<file path="src/rtl/wb_arbiter_pkg.sv">
// Shared types for the register-file write-back arbiter.
//   data_t    : 32-bit architectural register value
//   NULL      : idle value driven on data buses
//   reg_idx_t : register-file index (x0..x31)
//   wb_req_t  : one pending write {rd, data}
package wb_arbiter_pkg;

  localparam int unsigned XLEN      = 32;
  localparam int unsigned REG_IDX_W = 5;

  typedef logic [XLEN-1:0]      data_t;
  typedef logic [REG_IDX_W-1:0] reg_idx_t;

  localparam data_t    NULL     = '0;
  localparam reg_idx_t REG_ZERO = '0;

  typedef struct packed {
    reg_idx_t rd;
    data_t    data;
  } wb_req_t;

  // x0 is hardwired to zero; writes to it are architectural no-ops.
  function automatic logic is_zero_reg(input reg_idx_t r);
    return r == REG_ZERO;
  endfunction

endpackage

</file>
<file path="src/rtl/wb_fifo.sv">
// Long-latency result FIFO. Strict in-order queue of wb_req_t.
//   clk, rst   : clock, synchronous active-high reset (empties the queue)
//   push_i     : write din_i at the tail (ignored when full)
//   pop_i      : drop the head (ignored when empty)
//   din_i      : entry to enqueue
//   head_o     : current head entry (meaningful only when !empty_o)
//   full_o     : DEPTH entries held
//   empty_o    : no entries held
//   count_o    : occupancy
//   entries_o  : raw storage, for hazard comparators
//   valid_o    : per-slot occupancy, aligned with entries_o
module wb_fifo
  import wb_arbiter_pkg::*;
#(
  parameter int unsigned DEPTH = 4,
  localparam int unsigned PTR_W = (DEPTH > 1) ? $clog2(DEPTH) : 1,
  localparam int unsigned CNT_W = $clog2(DEPTH + 1)
) (
  input  logic              clk,
  input  logic              rst,
  input  logic              push_i,
  input  logic              pop_i,
  input  wb_req_t           din_i,
  output wb_req_t           head_o,
  output logic              full_o,
  output logic              empty_o,
  output logic [CNT_W-1:0]  count_o,
  output wb_req_t           entries_o [DEPTH],
  output logic [DEPTH-1:0]  valid_o
);

  wb_req_t            mem_q [DEPTH];
  logic [DEPTH-1:0]   valid_q, valid_d;
  logic [PTR_W-1:0]   wr_ptr_q, wr_ptr_d;
  logic [PTR_W-1:0]   rd_ptr_q, rd_ptr_d;
  logic [CNT_W-1:0]   count_q, count_d;
  logic               do_push;
  logic               do_pop;

  assign full_o  = (count_q == CNT_W'(DEPTH));
  assign empty_o = (count_q == '0);
  assign do_push = push_i & ~full_o;
  assign do_pop  = pop_i & ~empty_o;

  // Next-state for pointers, occupancy and slot-valid bits.
  // DEPTH is a power of two, so pointers wrap by natural overflow.
  always_comb begin
    wr_ptr_d = wr_ptr_q;
    rd_ptr_d = rd_ptr_q;
    count_d  = count_q;
    valid_d  = valid_q;
    if (do_push) begin
      wr_ptr_d          = wr_ptr_q + PTR_W'(1);
      valid_d[wr_ptr_q] = 1'b1;
    end
    if (do_pop) begin
      rd_ptr_d          = rd_ptr_q + PTR_W'(1);
      valid_d[rd_ptr_q] = 1'b0;
    end
    count_d = count_q + CNT_W'(do_push) - CNT_W'(do_pop);
  end

  // Control state; the data array needs no reset since valid bits gate it.
  always_ff @(posedge clk) begin
    if (rst) begin
      wr_ptr_q <= '0;
      rd_ptr_q <= '0;
      count_q  <= '0;
      valid_q  <= '0;
    end else begin
      wr_ptr_q <= wr_ptr_d;
      rd_ptr_q <= rd_ptr_d;
      count_q  <= count_d;
      valid_q  <= valid_d;
    end
  end

  always_ff @(posedge clk) begin
    if (do_push) begin
      mem_q[wr_ptr_q] <= din_i;
    end
  end

  assign head_o    = mem_q[rd_ptr_q];
  assign count_o   = count_q;
  assign entries_o = mem_q;
  assign valid_o   = valid_q;

endmodule

</file>
<file path="src/rtl/wb_arbiter.sv">
// Register-file write-port arbiter between the pipeline WB stage and the
// long-latency (mul/div) result return.
//   clk, rst            : clock, synchronous active-high reset
//   pipe_valid/wen/rd/data : WB-stage write request (highest priority)
//   lu_valid/rd/data    : long-latency result offer; lu_ready accepts it
//   rf_wen/rd/data      : register-file write port (combinational select)
//   pipe_stall          : WB slot stolen by a forced drain this cycle
//   query_rd/query_hit  : decode hazard probe against queued results
//   fifo_count          : queued result count
module wb_arbiter
  import wb_arbiter_pkg::*;
#(
  parameter int unsigned DEPTH        = 4,
  parameter int unsigned STARVE_LIMIT = 8,
  localparam int unsigned CNT_W = $clog2(DEPTH + 1),
  localparam int unsigned SC_W  = $clog2(STARVE_LIMIT + 1)
) (
  input  logic              clk,
  input  logic              rst,
  input  logic              pipe_valid,
  input  logic              pipe_wen,
  input  reg_idx_t          pipe_rd,
  input  data_t             pipe_data,
  input  logic              lu_valid,
  output logic              lu_ready,
  input  reg_idx_t          lu_rd,
  input  data_t             lu_data,
  output logic              rf_wen,
  output reg_idx_t          rf_rd,
  output data_t             rf_data,
  output logic              pipe_stall,
  input  reg_idx_t          query_rd,
  output logic              query_hit,
  output logic [CNT_W-1:0]  fifo_count
);

  wb_req_t            fifo_din;
  wb_req_t            fifo_head;
  wb_req_t            fifo_entries [DEPTH];
  logic [DEPTH-1:0]   fifo_valid;
  logic [CNT_W-1:0]   fifo_cnt;
  logic               fifo_full;
  logic               fifo_empty;
  logic               fifo_push;
  logic               fifo_pop;
  logic               pipe_req;
  logic               pipe_hit;
  logic               q_hit;
  logic [SC_W-1:0]    starve_q, starve_d;

  // Forced drain: the FIFO has been passed over STARVE_LIMIT times in a row.
  assign pipe_stall = ~rst & (starve_q == SC_W'(STARVE_LIMIT));

  assign pipe_req = ~rst & pipe_valid & pipe_wen & ~is_zero_reg(pipe_rd) & ~pipe_stall;
  assign fifo_pop = ~rst & ~pipe_req & ~fifo_empty;

  // Ready depends only on current occupancy, never on a same-cycle pop.
  assign lu_ready  = ~rst & ~fifo_full;
  // x0 results are acknowledged but never stored.
  assign fifo_push = lu_valid & lu_ready & ~is_zero_reg(lu_rd);
  assign fifo_din  = '{rd: lu_rd, data: lu_data};

  wb_fifo #(
    .DEPTH (DEPTH)
  ) u_fifo (
    .clk       (clk),
    .rst       (rst),
    .push_i    (fifo_push),
    .pop_i     (fifo_pop),
    .din_i     (fifo_din),
    .head_o    (fifo_head),
    .full_o    (fifo_full),
    .empty_o   (fifo_empty),
    .count_o   (fifo_cnt),
    .entries_o (fifo_entries),
    .valid_o   (fifo_valid)
  );

  // Write-port select; unselected sources never reach rf_*.
  always_comb begin
    rf_wen  = 1'b0;
    rf_rd   = REG_ZERO;
    rf_data = NULL;
    if (pipe_req) begin
      rf_wen  = 1'b1;
      rf_rd   = pipe_rd;
      rf_data = pipe_data;
    end else if (fifo_pop) begin
      rf_wen  = 1'b1;
      rf_rd   = fifo_head.rd;
      rf_data = fifo_head.data;
    end
  end

  // Starvation counter: counts consecutive non-empty cycles without a pop.
  always_comb begin
    starve_d = starve_q;
    if (fifo_empty || fifo_pop) begin
      starve_d = '0;
    end else if (starve_q != SC_W'(STARVE_LIMIT)) begin
      starve_d = starve_q + SC_W'(1);
    end
  end

  always_ff @(posedge clk) begin
    if (rst) begin
      starve_q <= '0;
    end else begin
      starve_q <= starve_d;
    end
  end

  // Hazard comparators over occupied slots. A popping head still reports.
  always_comb begin
    q_hit    = 1'b0;
    pipe_hit = 1'b0;
    for (int unsigned i = 0; i < DEPTH; i++) begin
      if (fifo_valid[i] && (fifo_entries[i].rd == query_rd)) q_hit    = 1'b1;
      if (fifo_valid[i] && (fifo_entries[i].rd == pipe_rd))  pipe_hit = 1'b1;
    end
  end

  assign query_hit  = ~rst & ~is_zero_reg(query_rd) & q_hit;
  assign fifo_count = rst ? '0 : fifo_cnt;

  // The upstream scoreboard must never let a pipe write race a queued result.
  waw_pipe_vs_pending: assert property (@(posedge clk) disable iff (rst) !(pipe_req && pipe_hit));

endmodule

</file>
<file path="config.mk">
export PLATFORM = sky130hd
export DESIGN_NAME = wb_arbiter
export DESIGN_NICKNAME = d
export VERILOG_FILES = /design/src/rtl/wb_arbiter_pkg.sv /design/src/rtl/wb_fifo.sv /design/src/rtl/wb_arbiter.sv
export SDC_FILE = /design/constraint.sdc
export NUM_CORES = 1
export LEC_CHECK = 0
export ABC_AREA = 1
export BUFFER_PORTS_ARGS = -buffer_cell sky130_fd_sc_hd__clkbuf_2
export CORE_ASPECT_RATIO = 0.7
export CORE_MARGIN = 2
export CORE_UTILIZATION = 56
export CTS_CLUSTER_SIZE = 20
export DETAILED_ROUTE_END_ITERATION = 6
export PLACE_DENSITY = 0.89
export SYNTH_ARGS = -nofsm -noshare
export SYNTH_HDL_FRONTEND = slang
export SYNTH_HIERARCHICAL = 1
export SYNTH_SLANG_ARGS = --single-unit
export TNS_END_PERCENT = 10
</file>
<file path="constraint.sdc">
create_clock -name clk -period 3.4 [get_ports clk]
set_clock_uncertainty 0.2 [all_clocks]
set_input_delay 0 -clock clk [delete_from_list [all_inputs] [get_ports clk]]
set_output_delay 0 -clock clk [all_outputs]
set_load 0.01 [all_outputs]
</file>
# Yosys cells after proc, flatten, opt, wreduce, memory -nomap -nowiden
# Cells that the tools add are included.
# totals
regBits	163
inputBits	84
# op_classes
add_sub_neg	5
magnitude_cmp	7
n_eq_ne	7
n_mux	23
bitwise_logic	27
reduce_logical	13
# op_table
cell	n
148-bit bitwise mux	1
37-bit 2-to-1 mux	3
37-bit binary-select mux with 2-bit select	1
37-bit demux with 2-bit select	1
32-bit 2-to-1 mux	2
5-bit == test	4
5-bit logical NOT	3
1-bit AND	14
5-bit 2-to-1 mux	2
1-bit 2-to-1 mux	8
4-bit 2-to-1 mux	2
1-bit inverter	8
1-bit logical AND	7
3-bit greater-or-equal comparator, second input constant	2
2-bit by 3-bit less-than comparator with 1-bit output, second input constant	2
2-bit inverter with 3-bit output	2
2-bit by 1-bit adder with 2-bit output, second input constant	2
4-bit by 1-bit adder with 4-bit output, second input constant	1
4-bit AND	1
1-bit demux with 2-bit select	2
4-bit == test, second input constant	1
2-bit by 1-bit greater-or-equal comparator with 1-bit output, second input constant	2
4-bit inequality test, second input constant	1
4-bit inverter	1
other kinds (9)	9

# Logic depth before layout (Yosys ltp)
# Gate-level depths: netlist of the first run.
# depth
ltp_word	10
ltp_mapped	17
ltp_nobuf	15

# Hierarchy
# The synthesis of the first run kept the hierarchy.
# modules_own_cells
mod	n_inst	cells_each	area_per_inst_um2
wb_fifo	1	452	6173.4
wb_arbiter	1	267	1192.4

# Worst setup path after synthesis of the first run
# OpenSTA, ideal clock, no wires.
# synth_path
kind	reg2reg
startpoint	reg starve_q[0]
endpoint	reg u_fifo.count_q[2] (netlist: u_fifo/count_o[2])
setup_ps	113
t_arrival_ps	2489
setup_slack_ps	598
path_stages_with_launch	17
n_path_buf	2
cell_sequence	dfxtp_1 -> inv_1 -> ha_1 -> a21oi_4 -> nand2_4 -> nand2_4 -> inv_4 -> buf_6 -> clkbuf_1 -> inv_1 -> nor2_1 -> ha_1 -> inv_1 -> ha_1 -> fa_1 -> nor2_1 -> nor2_1
# synth_between
elab_chain_cells	9
# synth_lines
item	line_no	source
start, declared	wb_arbiter.sv:49	logic [SC_W-1:0] starve_q, starve_d;
start signal, assigned	wb_arbiter.sv:109	starve_q <= starve_d;
4-bit == test	wb_arbiter.sv:52	assign pipe_stall = ~rst & (starve_q == SC_W'(STARVE_LIMIT));
1-bit AND	wb_arbiter.sv:52	
1-bit inverter	wb_arbiter.sv:54	assign pipe_req = ~rst & pipe_valid & pipe_wen & ~is_zero_reg(pipe_rd) & ~pipe_stall;
1-bit AND	wb_arbiter.sv:54	
1-bit inverter	wb_arbiter.sv:55	assign fifo_pop = ~rst & ~pipe_req & ~fifo_empty;
1-bit AND (2 in a row)	wb_arbiter.sv:55	
net fifo_pop	wb_arbiter.sv:45	logic fifo_pop;
1-bit AND	wb_fifo.sv:43	assign do_pop = pop_i & ~empty_o;
3-bit by 1-bit subtractor with 3-bit output	wb_fifo.sv:60	count_d = count_q + CNT_W'(do_push) - CNT_W'(do_pop);
end signal, assigned	wb_fifo.sv:73	count_q <= count_d;
end, declared	wb_fifo.sv:36	logic [CNT_W-1:0] count_q, count_d;
# The timed path passes the listed nets, and every way through them passes these cells.
# A chain may end at the register's enable or synchronous reset.

# Worst setup path in the final report of the first run
# layout_path
startpoint	reg u_fifo.count_q[1] (netlist: u_fifo/count_o[1])
endpoint	reg u_fifo.mem_q, in the netlist u_fifo/entries_o[46], enable pin
# layout_between
elab_chain_cells	6
# layout_lines
item	line_no	source
3-bit == test	wb_fifo.sv:40	assign full_o = (count_q == CNT_W'(DEPTH));
net fifo_full	wb_arbiter.sv:42	logic fifo_full;
1-bit inverter	wb_arbiter.sv:58	assign lu_ready = ~rst & ~fifo_full;
1-bit AND	wb_arbiter.sv:58	
1-bit AND (2 in a row)	wb_arbiter.sv:60	assign fifo_push = lu_valid & lu_ready & ~is_zero_reg(lu_rd);
net fifo_push	wb_arbiter.sv:44	logic fifo_push;
1-bit AND	wb_fifo.sv:42	assign do_push = push_i & ~full_o;
end signal, assigned by index	wb_fifo.sv:80	mem_q[wr_ptr_q] <= din_i;
end, declared	wb_fifo.sv:32	wb_req_t mem_q [DEPTH];
# The timed path passes the listed nets, and every way through them passes these cells.

==> results of run 1 <==
stage by stage:
stage	utilization [%]	power, mW	std cells
after global routing	69.7	5.98	1066
final	69.7	5.71	1066
after CTS	69.7	5.71	1066
after global placement	62.0	3.71	994
after floorplan	-	3.35	719
after detailed placement	62.0	3.77	994
where the power goes:
group	total, mW	internal, mW	leakage [nW]	switching, mW
sequential	2.36	2.31	1.46	0.0491
combinational	1.44	0.470	2.07	0.970
clock	1.91	1.10	0.287	0.803
total	5.71	3.88	3.82	1.82
worst max path at each step:
stage	start	end	depth (start not counted)
global placement	u_fifo/count_o[1]	u_fifo/entries_o[46]	9
floorplan	starve_q[0]	u_fifo/count_o[2]	16
CTS	u_fifo/count_o[1]	u_fifo/entries_o[46]	9
detailed placement	u_fifo/count_o[1]	u_fifo/entries_o[46]	9
finish	u_fifo/count_o[1]	u_fifo/entries_o[46]	9
global route	starve_q[0]	u_fifo/count_o[2]	15
layout make-up:
class,count,area (um2)
Sequential cell,163,4750
Multi-Input combinational cell,464,2150
Inverter,61,231
Tap cell,166,208
Fill cell,889,3940
Clock buffer,17,425
Timing Repair Buffer,180,1130
Clock inverter,15,171
placed cells by master (no fill, tap or decap), types with 3 or more instances in the layout:
cell type and n:
a21oi_1 8, inv_2 3, clkbuf_16 17, dlygate4sd3_1 40
clkinv_4 3, o22ai_1 39, edfxtp_1 148, inv_1 53
clkinv_1 5, o21ai_0 57, clkbuf_2 127, nand2_1 185
dfxtp_1 14, nand3_1 20, ha_1 12, o21ai_1 18
buf_4 13, nor2_1 110, inv_6 5
metal layers:
metal	up-vias	wire (um)	GRT usage [%]
li1	2770	-	-
met1	2665	7460	35.2
met2	305	8250	40.8
met3	30	1650	7.06
met4	0	263	8.54
met5	-	0	0
critical path, delay by kind of cell, from the launching register on:
kind,cells,cell delay [ns]
flops,1,0.35
buf+inv,4,1.36
simple gates,5,0.54
state kept, by name, summed over array words and instances, names as in the netlist:
register          flops
u_fifo/rd_ptr_q       2
u_fifo/valid_o        4
u_fifo/entries_o    148
u_fifo/wr_ptr_q       2
starve_q              4
u_fifo/count_o        3
logic make-up after synthesis:
logic type,count (synthesis),share of synthesized area (%)
simple gates,326,17.5
flops,163,64.4
compound gates,123,9.17
buf+inv,92,6.37
fa+ha+maj,13,2.31
xor+xnor,2,0.238
==> qor.tcl, run 1 <==
set qor(antennaDiodeCount) 0
set qor(grt_start_max_net_pins) 79
set qor(clkLatencyLatePin_ns) 0.42
set qor(io_pins) 128
set qor(drt_pre_antenna_iters) 5
set qor(ir_drop_uv) 424
set qor(regToRegStartpoint) {u_fifo/count_o[1]}
set qor(synth_cells) 719
set qor(cp.required_ns) 3.36
set qor(layout_cell_share_with_drive_strength_beyond_1_pct) 20.3
set qor(route.detailed.wl_per_inst_um) 16.5
set qor(cts_htree_levels) 4
set qor(syn_to_final_growth_pct) 23.1
set qor(floorplan.initialDensity_pct) 56.6
set qor(reg2reg_setup_slack_ns) 0.67
set qor(synth-seq-cells) 163
set qor(post-cts-setup-buffer-count) 0
set qor(final-max-slew-violation-count) 0
set qor(drt-initial-drc-count) 577
set qor(synth.most_common_cell) {nand2_1}
set qor(clkSlewWorstSetupHoldPaths_ns) 0.07
set qor(cts_root_buffer) {clkbuf_16}
set qor(tritoncts_clock_tree) {yes}
set qor(dr_total_vias) 5770
set qor(via_per_inst) 5.41
set qor(synth.yosys.warnings) 6
set qor(netlist_top_cells_area) {edfxtp_1 (60%), nand2_1 (9.4%), nor2_1 (5.6%)}
set qor(setup-tns-final_ns) 0
set qor(fp.dieW_um) 141
set qor(cts_hold_buffers) 40
set qor(crit_path_max_incr_delay_ns) 0.69
set qor(ys_seq_area_share_pct) 64.4
set qor(finalWirelength_um) 17600
set qor(whs_endpoint) {rf_data[26]}
set qor(detailed_place.area_um2) 8070
set qor(finalInstanceArea_um2) 9070
set qor(global_route_wire_length_before_repair_um) 27600
set qor(worstPathMaxFanout) 22
set qor(hold_path_class) {primary input to primary output}
set qor(hold_viol_final) 0
set qor(gp_congestion) 0.961
set qor(end_kind) {flop}
set qor(outcome) {finished, final reports clean}
set qor(grt_pass1_vias) 5547
set qor(max_clock_freq_mhz) 366
set qor(timing.slew.headroom_pct) 41.6
set qor(cpMaxStageDelayCell) {clkinv_1}
set qor(worstSetupPathType) {flop to flop}
set qor(powerDensity_nw_per_um2) 629
set qor(hpwlAfterDp_um) 11200
set qor(fin_crit_ns) 2.73
set qor(worst_slack_ns) 0.671
set qor(post-synth-top-area-cell) {edfxtp_1}
set qor(antenna_left) 0
set qor(yosys.area.top_type_share_pct) 60.3
set qor(synth_area_um2) 7370
set qor(numCtsBuffers) 17
set qor(tritoncts_num_sinks) 163
set qor(worstHoldStart) {pipe_data[26]}
set qor(ctsLongestPathBuffers) 2
set qor(die_height_um) 100
set qor(synth_common_cells) {nand2_1 (185), edfxtp_1 (148), nor2_1 (110), inv_1 (57), o21ai_0 (57)}
set qor(grt-ovfl-total) 0
set qor(rows) 35
set qor(reg2regPathDepth) 9
set qor(arrival_ns) 2.69
set qor(max_cap_viol) 0
set qor(final_count_of_negative_setup_slack_endpoints) 0
set qor(yosysUniqueCellTypes) 29
set qor(synth_top_flop_cell) {edfxtp_1}
set qor(path_cells) {nor2_2 -> nand2_2 -> inv_1 -> nor2_1 -> nand3_1 -> inv_1 -> nand3_1 -> clkinv_1 -> buf_4}
set qor(synth-edff-count) 148
set qor(syn_avg_cell_area_um2) 10.2
set qor(fin_crit_sh_pct) 80.3
set qor(ys_async_rst_share_pct) 0
set qor(drc) 0
set qor(floorplan.core_area_um2) 13000
set qor(static-leakage-power_nw) 3.82
set qor(synth_fp_nets) 816
set qor(dpl_worst_slack_ns) 0.663
set qor(min_path_cells) 4
set qor(antenna_found_initial) 0
set qor(grt_setup_unrepaired) {no}
set qor(place.port_buffers) 127
set qor(cts_resized) 0
set qor(tightest_slew_ns) 0.871
set qor(reg2reg_to) {u_fifo/entries_o[46]}
set qor(whs_ns) 0.0841
set qor(area_of_the_die_um2) 14100
set qor(grt_util_all_layers_pct) 25.8
set qor(finish.net_count) 984
set qor(critPathLaunchType) {flop}
Power figures use the tool's default switching activity.
==> run 2, diff against run 1 <==
--- a/config.mk
+++ b/config.mk
@@ -9,10 +9,10 @@
 export BUFFER_PORTS_ARGS = -buffer_cell sky130_fd_sc_hd__clkbuf_2
 export CORE_ASPECT_RATIO = 0.7
 export CORE_MARGIN = 2
-export CORE_UTILIZATION = 56
+export CORE_UTILIZATION = 51
 export CTS_CLUSTER_SIZE = 20
 export DETAILED_ROUTE_END_ITERATION = 6
-export PLACE_DENSITY = 0.89
+export PLACE_DENSITY = 0.86
 export SYNTH_ARGS = -nofsm -noshare
 export SYNTH_HDL_FRONTEND = slang
 export SYNTH_HIERARCHICAL = 1
==> constraint.sdc (replaced) <==
create_clock -name clk -period 2.3 [get_ports clk]
set_clock_uncertainty 0.2 [all_clocks]
set_input_delay 0 -clock clk [delete_from_list [all_inputs] [get_ports clk]]
set_output_delay 0 -clock clk [all_outputs]
set_load 0.01 [all_outputs]
==> run 2 against run 1 <==
Against the previous run:
- the flow now finishes with violations (negative setup slack)
- setup slack lost 0.74 ns
- global-route usage shrank 2.2 points
- maximum frequency grew 15%
- flip-flop and latch count is the same
- wire length shrank 0.15%
- critical path type unchanged
- critical endpoint is now u_fifo/count_o[1]
- largest cell class unchanged
==> qor.tcl, run 2 (same netlist as run 1, synthesis figures left out) <==
set qor(route.detailed.wl_per_inst_um) 15.8 ;# was 16.5 um
set qor(mostFrequentLayoutCells) {nand2_1 (185), edfxtp_1 (148), clkbuf_2 (127)} ;# unchanged
set qor(outcome) {finished, violations left} ;# was finished, final reports clean
set qor(cts_root_buffer) {clkbuf_16} ;# unchanged
set qor(hold_viol_final) 0 ;# unchanged
set qor(tritoncts_num_sinks) 163 ;# unchanged
set qor(floorplan.core_area_um2) 14000 ;# was 13000 um2
set qor(layout_cell_share_with_drive_strength_beyond_1_pct) 23.9 ;# was 20.3%
set qor(comb_power_share_pct) 27.4 ;# was 25.2%
set qor(worstPathMaxFanout) 4 ;# was 22
set qor(detailed_place.area_um2) 8360 ;# was 8070 um2
set qor(cpMaxStageDelayCell) {fa_2} ;# was clkinv_1
set qor(failed_checks) {negative setup slack}
set qor(rows) 36 ;# was 35
set qor(grt-ovfl-total) 0 ;# unchanged
set qor(power.switching_fraction_pct) 31.5 ;# was 31.9%
set qor(numCtsBuffers) 17 ;# unchanged
set qor(finalPower_mw) 8.57 ;# was 5.71 mW
set qor(final-max-slew-violation-count) 0 ;# unchanged
set qor(ctsLongestPathBuffers) 2 ;# unchanged
set qor(static-leakage-power_nw) 3.94 ;# was 3.82 nW
set qor(arrival_ns) 2.52 ;# was 2.69 ns
set qor(post_layout_nonfiller_instances) 1112 ;# was 1066
set qor(clkSlewWorstSetupHoldPaths_ns) 0.07 ;# about the same
set qor(grt_util_all_layers_pct) 23.6 ;# was 25.8%
set qor(antenna_found_initial) 0 ;# unchanged
set qor(max_clock_freq_mhz) 422 ;# was 366 MHz
set qor(fin_crit_ns) 2.37 ;# was 2.73 ns
set qor(grt_setup_unrepaired) {yes} ;# was no
set qor(critPathLaunchType) {flop} ;# unchanged
set qor(whs_ns) 0.0837 ;# was 0.0841 ns
set qor(area_of_the_die_um2) 15400 ;# was 14100 um2
set qor(setup-tns-final_ns) -0.0704 ;# was 0 ns
set qor(path_cells) {inv_2 -> ha_4 -> a21oi_4 -> nand2_4 -> nand2_4 -> inv_6 -> inv_2 -> nor2_1 -> ha_1 -> inv_1 -> ha_2 -> fa_2 -> inv_2 -> nor2_2} ;# was nor2_2 -> nand2_2 -> inv_1 -> nor2_1 -> nand3_1 -> inv_1 -> nand3_1 -> clkinv_1 -> buf_4
set qor(finalInstanceArea_um2) 9380 ;# was 9070 um2
set qor(hold_path_class) {primary input to primary output} ;# unchanged
set qor(top_layer) {met4} ;# unchanged
set qor(tritoncts_clock_tree) {yes} ;# unchanged
set qor(finish.net_count) 1006 ;# was 984
set qor(global_route_wire_length_before_repair_um) 28200 ;# was 27600 um
set qor(worstSetupPathType) {flop to flop} ;# unchanged
set qor(dpl_worst_slack_ns) -0.0396 ;# was 0.663 ns
set qor(dp.cells) 1038 ;# was 994
set qor(grt_pass1_vias) 5582 ;# was 5547
set qor(cp.required_ns) 2.45 ;# was 3.36 ns
set qor(final_count_of_negative_setup_slack_endpoints) 1 ;# was 0
set qor(die_height_um) 105 ;# was 100 um
set qor(most_frequent_standard_cell_in_the_layout_excluding_fill_and_tap_cells) {nand2_1} ;# unchanged
set qor(route.met3.wl_um) 1340 ;# was 1650 um
set qor(io_pins) 128 ;# unchanged
set qor(clkPwrFrac_pct) 32.0 ;# was 33.4%
set qor(wl_met2_um) 8340 ;# was 8250 um
set qor(internal_power_mw) 5.87 ;# was 3.88 mW
set qor(tightest_slew_ns) 0.390 ;# was 0.871 ns
set qor(crit_path_frequent_cell) {inv_2}
set qor(drt-initial-drc-count) 455 ;# was 577
set qor(post-route-util_pct) 67.0 ;# was 69.7%
set qor(hpwlAfterDp_um) 11100 ;# was 11200 um
set qor(largest_register_ffs) 148 ;# unchanged
set qor(floorplan.initialDensity_pct) 52.6 ;# was 56.6%
set qor(drt_pre_antenna_iters) 6 ;# was 5
set qor(grt_start_max_net_pins) 54 ;# was 79
set qor(cts_htree_levels) 4 ;# unchanged
set qor(dr_total_vias) 5769 ;# was 5770
set qor(fin_crit_sh_pct) 103 ;# was 80.3%
set qor(syn_to_final_growth_pct) 27.4 ;# was 23.1%
set qor(max_cap_viol) 0 ;# unchanged
set qor(timing.slew.headroom_pct) 74.0 ;# was 41.6%
set qor(place.port_buffers) 127 ;# unchanged
set qor(routedLengthMet1_um) 7770 ;# was 7460 um
set qor(power.sequential.fraction_pct) 40.6 ;# was 41.4%
set qor(power.net_switching_mw) 2.70 ;# was 1.82 mW
set qor(antennaDiodeCount) 0 ;# unchanged
set qor(drc) 0 ;# unchanged
set qor(crit_path_max_incr_delay_ns) 0.52 ;# was 0.69 ns
set qor(via_per_inst) 5.19 ;# was 5.41
set qor(gp_congestion) 0.897 ;# was 0.961
set qor(end_kind) {flop} ;# unchanged
set qor(antenna_left) 0 ;# unchanged
set qor(clkLatencyLatePin_ns) 0.41 ;# was 0.42 ns
set qor(fp.dieW_um) 148 ;# was 141 um
set qor(ir_drop_uv) 571 ;# was 424 uV
set qor(finalWirelength_um) 17600 ;# about the same
set qor(powerDensity_nw_per_um2) 913 ;# was 629 nW/um2
set qor(worst_slack_ns) -0.0704 ;# was 0.671 ns
==> run 2: cell count changes in the layout (fill, tap and decap cells not counted), sizes merged <==
| cell | change |
|---|---|
| inv | -5 |
| clkinvlp | +1 |
| buf | +22 |
| clkinv | +4 |
| clkbuf | +1 |
| dlygate4sd3 | -1 |
==> run 2: power groups by stage <==
| stage | Sequential, mW | Combinational [mW] | Clock [mW] |
|---|---|---|---|
| 3_3_place_gp | 3.53 | 2.13 | 0 |
| 3_5_place_dp | 3.54 | 2.19 | 0 |
| 6_report | 3.48 | 2.35 | 2.74 |
| 5_1_grt | 3.49 | 2.60 | 2.90 |
| 2_1_floorplan | 3.54 | 1.44 | 0 |
| 4_1_cts | 3.48 | 2.29 | 2.76 |
==> run 2: worst paths after layout <==
kind / cells past startpoint / from / slack [ns] / to
max: 14 / starve_q[0] / -0.07 / u_fifo/count_o[1]
min: 4 / pipe_data[17] / 0.08 / rf_data[17]
max reg2reg: 14 / starve_q[0] / -0.07 / u_fifo/count_o[1]
min reg2reg: 2 / starve_q[3] / 0.26 / starve_q[3]
==> run 2: worst max-delay path: cells and delay by family, from the launching register on <==
family                   cells  cell delay [ns]
buffers and inverters        5             0.20
adder cells (fa/ha/maj)      4             1.12
AO/OA/AOI/OAI                1             0.17
AND/OR/NAND/NOR              4             0.25
flip-flops                   1             0.36
==> run 2: area by class of cell <==
cell class                 instances  area, um2
sequential                       163       4750
fill                             993       4630
multi-input combinational        464       2180
timing repair buffer             202       1380
clock buffer                      17        425
inverter                          61        249
tap                              190        238
clock inverter                    15        159
==> run 2: repair_timing <==
| action | CTS | global route |
|---|---|---|
| buffers inserted | 2 | 1 |
| setup endpoints to repair | 6 | 45 |
| hold buffers | 39 | 0 |
| endpoints found under the hold margin | 163 | 0 |
| pin swaps | 2 | 1 |
| resized for setup | 1 | 9 |
==> run 2: per-layer routing <==
| layer | global-route usage [%] | up-vias |
|---|---|---|
| met4 | 6.39 | 0 |
| met3 | 5.72 | 14 |
| met5 | 0 | - |
| met1 | 32.3 | 2678 |
| met2 | 38.0 | 259 |
| li1 | - | 2818 |
